--- config.mk ---
export PLATFORM = sky130hd
export DESIGN_NAME = conv_window_ctrl
export DESIGN_NICKNAME = d
export VERILOG_FILES = /design/src/rtl/conv_window_ctrl.sv
export SDC_FILE = /design/constraint.sdc
export NUM_CORES = 1
export LEC_CHECK = 0
export BUFFER_PORTS_ARGS = -buffer_cell sky130_fd_sc_hd__buf_2
export CORE_AREA = 5 5 60 62
export CTS_CLUSTER_DIAMETER = 200
export DETAILED_ROUTE_END_ITERATION = 10
export DIE_AREA = 0 0 65 67
export GPL_TIMING_DRIVEN = 0
export PLACE_DENSITY_LB_ADDON = 0.15
export SETUP_SLACK_MARGIN = 0.02
export SKIP_LAST_GASP = 1
export SYNTH_ARGS = -nofsm -noshare
export SYNTH_HDL_FRONTEND = slang
export SYNTH_SLANG_ARGS = --single-unit
export TNS_END_PERCENT = 1
--- constraint.sdc ---
create_clock -name clk -period 3.9 [get_ports clk]
set_clock_uncertainty 0.1 [all_clocks]
set_input_delay 0.585 -clock clk [delete_from_list [all_inputs] [get_ports clk]]
set_output_delay 0.585 -clock clk [all_outputs]
set_load 0.05 [all_outputs]
--- src/rtl/conv_window_ctrl.sv ---
// Raster-scan window controller: counts accepted pixels of an IMG_H x IMG_W frame and
// emits the top-left coordinates of every KERNEL_SIZE window completed on the STRIDE grid.
module conv_window_ctrl #(
  parameter int IMG_W       = 32,
  parameter int IMG_H       = 32,
  parameter int KERNEL_SIZE = 5,
  parameter int STRIDE      = 1,
  parameter int CNT_BW      = 6
) (
  input  logic              clk,
  input  logic              rst,
  input  logic              i_w_en,
  input  logic              i_clear,
  input  logic              i_valid,
  output logic              o_ready,
  output logic              o_valid,
  input  logic              i_ready,
  output logic [CNT_BW-1:0] o_row,
  output logic [CNT_BW-1:0] o_col,
  output logic              o_last,
  output logic              o_frame_done
);

  localparam int PH_BW = (STRIDE > 1) ? $clog2(STRIDE) : 1;

  localparam logic [CNT_BW-1:0] W_MAX  = CNT_BW'(IMG_W - 1);
  localparam logic [CNT_BW-1:0] H_MAX  = CNT_BW'(IMG_H - 1);
  localparam logic [CNT_BW-1:0] K_M1   = CNT_BW'(KERNEL_SIZE - 1);
  localparam logic [PH_BW-1:0]  PH_MAX = PH_BW'(STRIDE - 1);

  logic [CNT_BW-1:0] row_q, row_d, col_q, col_d;
  logic [PH_BW-1:0]  rph_q, rph_d, cph_q, cph_d;
  logic [CNT_BW-1:0] win_row_q, win_row_d, win_col_q, win_col_d;
  logic              valid_q, valid_d, last_q, last_d, done_q, done_d;

  logic              accept, col_wrap, row_wrap, last_px, on_grid;
  logic [CNT_BW-1:0] col_nxt, row_nxt;

  // Stride phase restarts where the first window edge lands, then cycles modulo STRIDE.
  function automatic logic [PH_BW-1:0] step_phase(input logic [CNT_BW-1:0] nxt,
                                                  input logic [PH_BW-1:0]  ph);
    if (nxt == K_M1)   return '0;
    if (ph == PH_MAX)  return '0;
    return ph + PH_BW'(1);
  endfunction

  assign o_ready      = !i_w_en && !i_clear && (!valid_q || i_ready);
  assign o_valid      = valid_q;
  assign o_row        = win_row_q;
  assign o_col        = win_col_q;
  assign o_last       = last_q;
  assign o_frame_done = done_q;

  always_comb begin
    // NOTE: every next-state signal gets its hold value first, so no path can infer a latch.
    row_d     = row_q;
    col_d     = col_q;
    rph_d     = rph_q;
    cph_d     = cph_q;
    win_row_d = win_row_q;
    win_col_d = win_col_q;
    valid_d   = valid_q;
    last_d    = last_q;

    accept   = i_valid && o_ready;
    col_wrap = (col_q == W_MAX);
    row_wrap = (row_q == H_MAX);
    last_px  = col_wrap && row_wrap;
    on_grid  = (row_q >= K_M1) && (col_q >= K_M1) && (rph_q == '0) && (cph_q == '0);
    col_nxt  = col_wrap ? '0 : col_q + CNT_BW'(1);
    row_nxt  = row_wrap ? '0 : row_q + CNT_BW'(1);
    done_d   = accept && last_px;

    if (accept) begin
      col_d = col_nxt;
      cph_d = step_phase(col_nxt, cph_q);
      if (col_wrap) begin
        row_d = row_nxt;
        rph_d = step_phase(row_nxt, rph_q);
      end
    end

    // A completing accept can only happen while the output stage is empty or handing off.
    if (accept && on_grid) begin
      valid_d   = 1'b1;
      win_row_d = row_q - K_M1;
      win_col_d = col_q - K_M1;
      last_d    = last_px;
    end else if (i_ready) begin
      valid_d = 1'b0;
      last_d  = 1'b0;
    end

    if (i_clear) begin
      row_d   = '0;
      col_d   = '0;
      rph_d   = '0;
      cph_d   = '0;
      valid_d = 1'b0;
      last_d  = 1'b0;
      done_d  = 1'b0;
    end
  end

  always_ff @(posedge clk) begin
    // NOTE: state updates use non-blocking assignments so all registers sample the same edge.
    if (rst) begin
      row_q     <= '0;
      col_q     <= '0;
      rph_q     <= '0;
      cph_q     <= '0;
      win_row_q <= '0;
      win_col_q <= '0;
      valid_q   <= 1'b0;
      last_q    <= 1'b0;
      done_q    <= 1'b0;
    end else begin
      row_q     <= row_d;
      col_q     <= col_d;
      rph_q     <= rph_d;
      cph_q     <= cph_d;
      win_row_q <= win_row_d;
      win_col_q <= win_col_d;
      valid_q   <= valid_d;
      last_q    <= last_d;
      done_q    <= done_d;
    end
  end

endmodule

==> impl_metrics.yaml <==
power_and_ir_drop:
  ir_worst_vdd_mv: 0.129
  powerDensity_nw_per_um2: 272
  p_leak_uw: 0.000591
worst_setup_path:
  path_class: "reg2reg"
  required_ps: 4030
  cp-end-kind: "flop"
  critPathArrivalTime_ps: 2240
  startpoint: "row_q[2]"
  path_max_fanout: 7
  r2r-start: "row_q[2]"
  start_kind: "flop"
detailed_routing:
  viasPerCell: 5.74
  routedWlPerCell_um: 14.3
  wl_um: 3090
  vias: 1239
  drc: 0
  antenna_left: 0
  firstDrtPassIters: 4
  drtIter0Drc: 50
sta:
  setup-tns-final_ps: 0
  fin_ws_ps: 1790
  final.min_clock_period_ps: 2110
  tightest_slew_ps: 485
  fin_crit_sh: 0.541
  grt_setup_unrepaired: "false"
  max_clock_freq_mhz: 474
  drv_slew: 0
  setup_violations: 0
  slew_headroom: 0.673
  hold_viol_final: 0
logic_synthesis:
  ys_ff_latch: 27
  ys_seq_area_frac: 0.394
  syn-num-nets: 174
  synthesis.instances: 158
  synth_xor_area_frac: 0.0510
  synth-compound-area-share: 0.171
  synth_area_um2: 1370
  synth_cell_types: 31
  synthMuxAreaShare: 0.0155
  yosys.area_share.simple: 0.221
  synth_top_family_by_area: "simple AND/OR/NAND/NOR gates"
  synth.avg_cell_area_um2: 8.69
  synth_fa_ha_area_frac: 0.0912
  synth_warnings: 0
floorplanning:
  core_um2: 2980
  dieArea_um2: 4360
  start_util: 0.461
  die_y_um: 67
  die_w_um: 65
  num_rows: 20
  num_io_pins: 22
placed_design:
  place_congestion: 0.878
  dp_hpwl_um: 2370
  place_ws_ps: 1620
  portBuffers: 21
clock_network:
  clk_latency_ps: 320
  ctsLongestPathBuffers: 2
  cts.clk_slew.worst_paths_ps: 150
  cts_resized: 0
  cts_buffers: 3
  cts_setup_buffers: 0
  htree_levels: 1
  cts-root-buf: "clkbuf_4"
  cts_tree: "yes"
  cts.sinks: 27
  ctsHoldBuffers: 0
grt:
  grt_pass1_wl_um: 5230
  antenna_found_initial: 0
  grt_max_degree: 15
  grt_pass1_vias: 1154
  grt_overflow: 0
  track_usage: 0.153
finish:
  seq_area_um2: 541
  syn2layout_area_growth_pct: 12.6
  drive_gt1_frac: 0.164
  layout_common_cells: "dfxtp_1, buf_2, a21oi_1, ha_1"
  multi_input_area_um2: 754
  nets: 200
  fill_cells: 294
  final_common_cell: "dfxtp_1"
  insertedDiodeCount: 0
job:
  max-cap-violations: 0
status:
  status: "finished clean"
min_path:
  worstHoldPathType: "in2reg"
  worstHoldStart: "rst"
==> worst max-delay path, stage by stage, from the launching register on <==
cell      delay, ps
dfxtp_1         470
inv_1           110
ha_1            250
and3_1          150
clkbuf_1        200
nor3_4          380
mux2_1          350
==> layout make-up <==
cell class | count | share of cell area
Buffer | 10 | 0.0283
Clock buffer | 4 | 0.0170
Multi-Input combinational cell | 112 | 0.488
Sequential cell | 27 | 0.350
Timing Repair Buffer | 21 | 0.0680
Inverter | 9 | 0.0219
Tap cell | 33 | 0.0267
==> flip-flops by register name, summed over array words and instances, names as in the netlist <==
name          cells
col_q             6
o_col             6
o_row             6
row_q             6
o_frame_done      1
o_last            1
o_valid           1
==> cell families (layout without fill, tap and decap cells) <==
logic type	count (synthesis)	count (layout)
and+or+nand+nor	53	53
AOI/OAI and AO/OA	39	39
DFF	27	27
buffers and inverters	19	44
adders and majority gates	10	10
xor gates and xnor gates	8	8
muxes	2	2
==> metrics by stage <==
stage	power, uW	hold slack (ps)	utilization	std cells	instance area, um^2
finish	420	372	0.519	216	1550
CTS	422	366	0.519	216	1550
global route	436	357	0.519	216	1550
floorplan	294	374	-	158	1370
global placement	302	355	0.510	212	1520
detailed placement	302	363	0.510	212	1520
==> worst paths after layout <==
check	to	slack, ps	depth (start not counted)
worst max-delay path	o_last	1790	6
worst min-delay path	o_col[5]	370	2
worst max register to register	o_last	1790	6
worst min register to register	o_col[0]	380	2
==> power breakdown <==
part           total (uW)  internal [uW]  switching, uW
combinational        19.8           5.89           14.0
sequential            277            276          0.404
clock                 124           40.1           83.7
total                 420            322           98.0
==> routing by layer <==
metal | up-vias | part of all wire | track usage
met5 | - | 0 | 0
met4 | 0 | 0.010 | 0.0475
met3 | 4 | 0.059 | 0.0304
met2 | 39 | 0.45 | 0.248
met1 | 575 | 0.48 | 0.204
li1 | 621 | - | -
==> Yosys cell counts, drive strengths merged <==
cell / instances / share of area
nor3: 4 / 0.023
inv: 9 / 0.025
a211oi: 6 / 0.033
clkbuf: 7 / 0.019
or4: 1 / 0.0055
nor2: 9 / 0.025
nand2: 9 / 0.025
and4b: 1 / 0.0073
mux2i: 1 / 0.0073
or2: 1 / 0.0046
mux2: 1 / 0.0082
buf: 3 / 0.013
a31oi: 6 / 0.027
nand4: 9 / 0.041
nand3: 5 / 0.022
and2: 1 / 0.0046
ha: 10 / 0.091
o31ai: 7 / 0.038
and3: 4 / 0.018
nor3b: 1 / 0.0055
dfxtp: 27 / 0.39
nand2b: 1 / 0.0046
o21ai: 6 / 0.022
nand4b: 1 / 0.0064
or3: 5 / 0.023
nor4b: 1 / 0.0064
xnor2: 8 / 0.051
a21oi: 14 / 0.051
No activity file was read; power rests on OpenSTA's default activity.
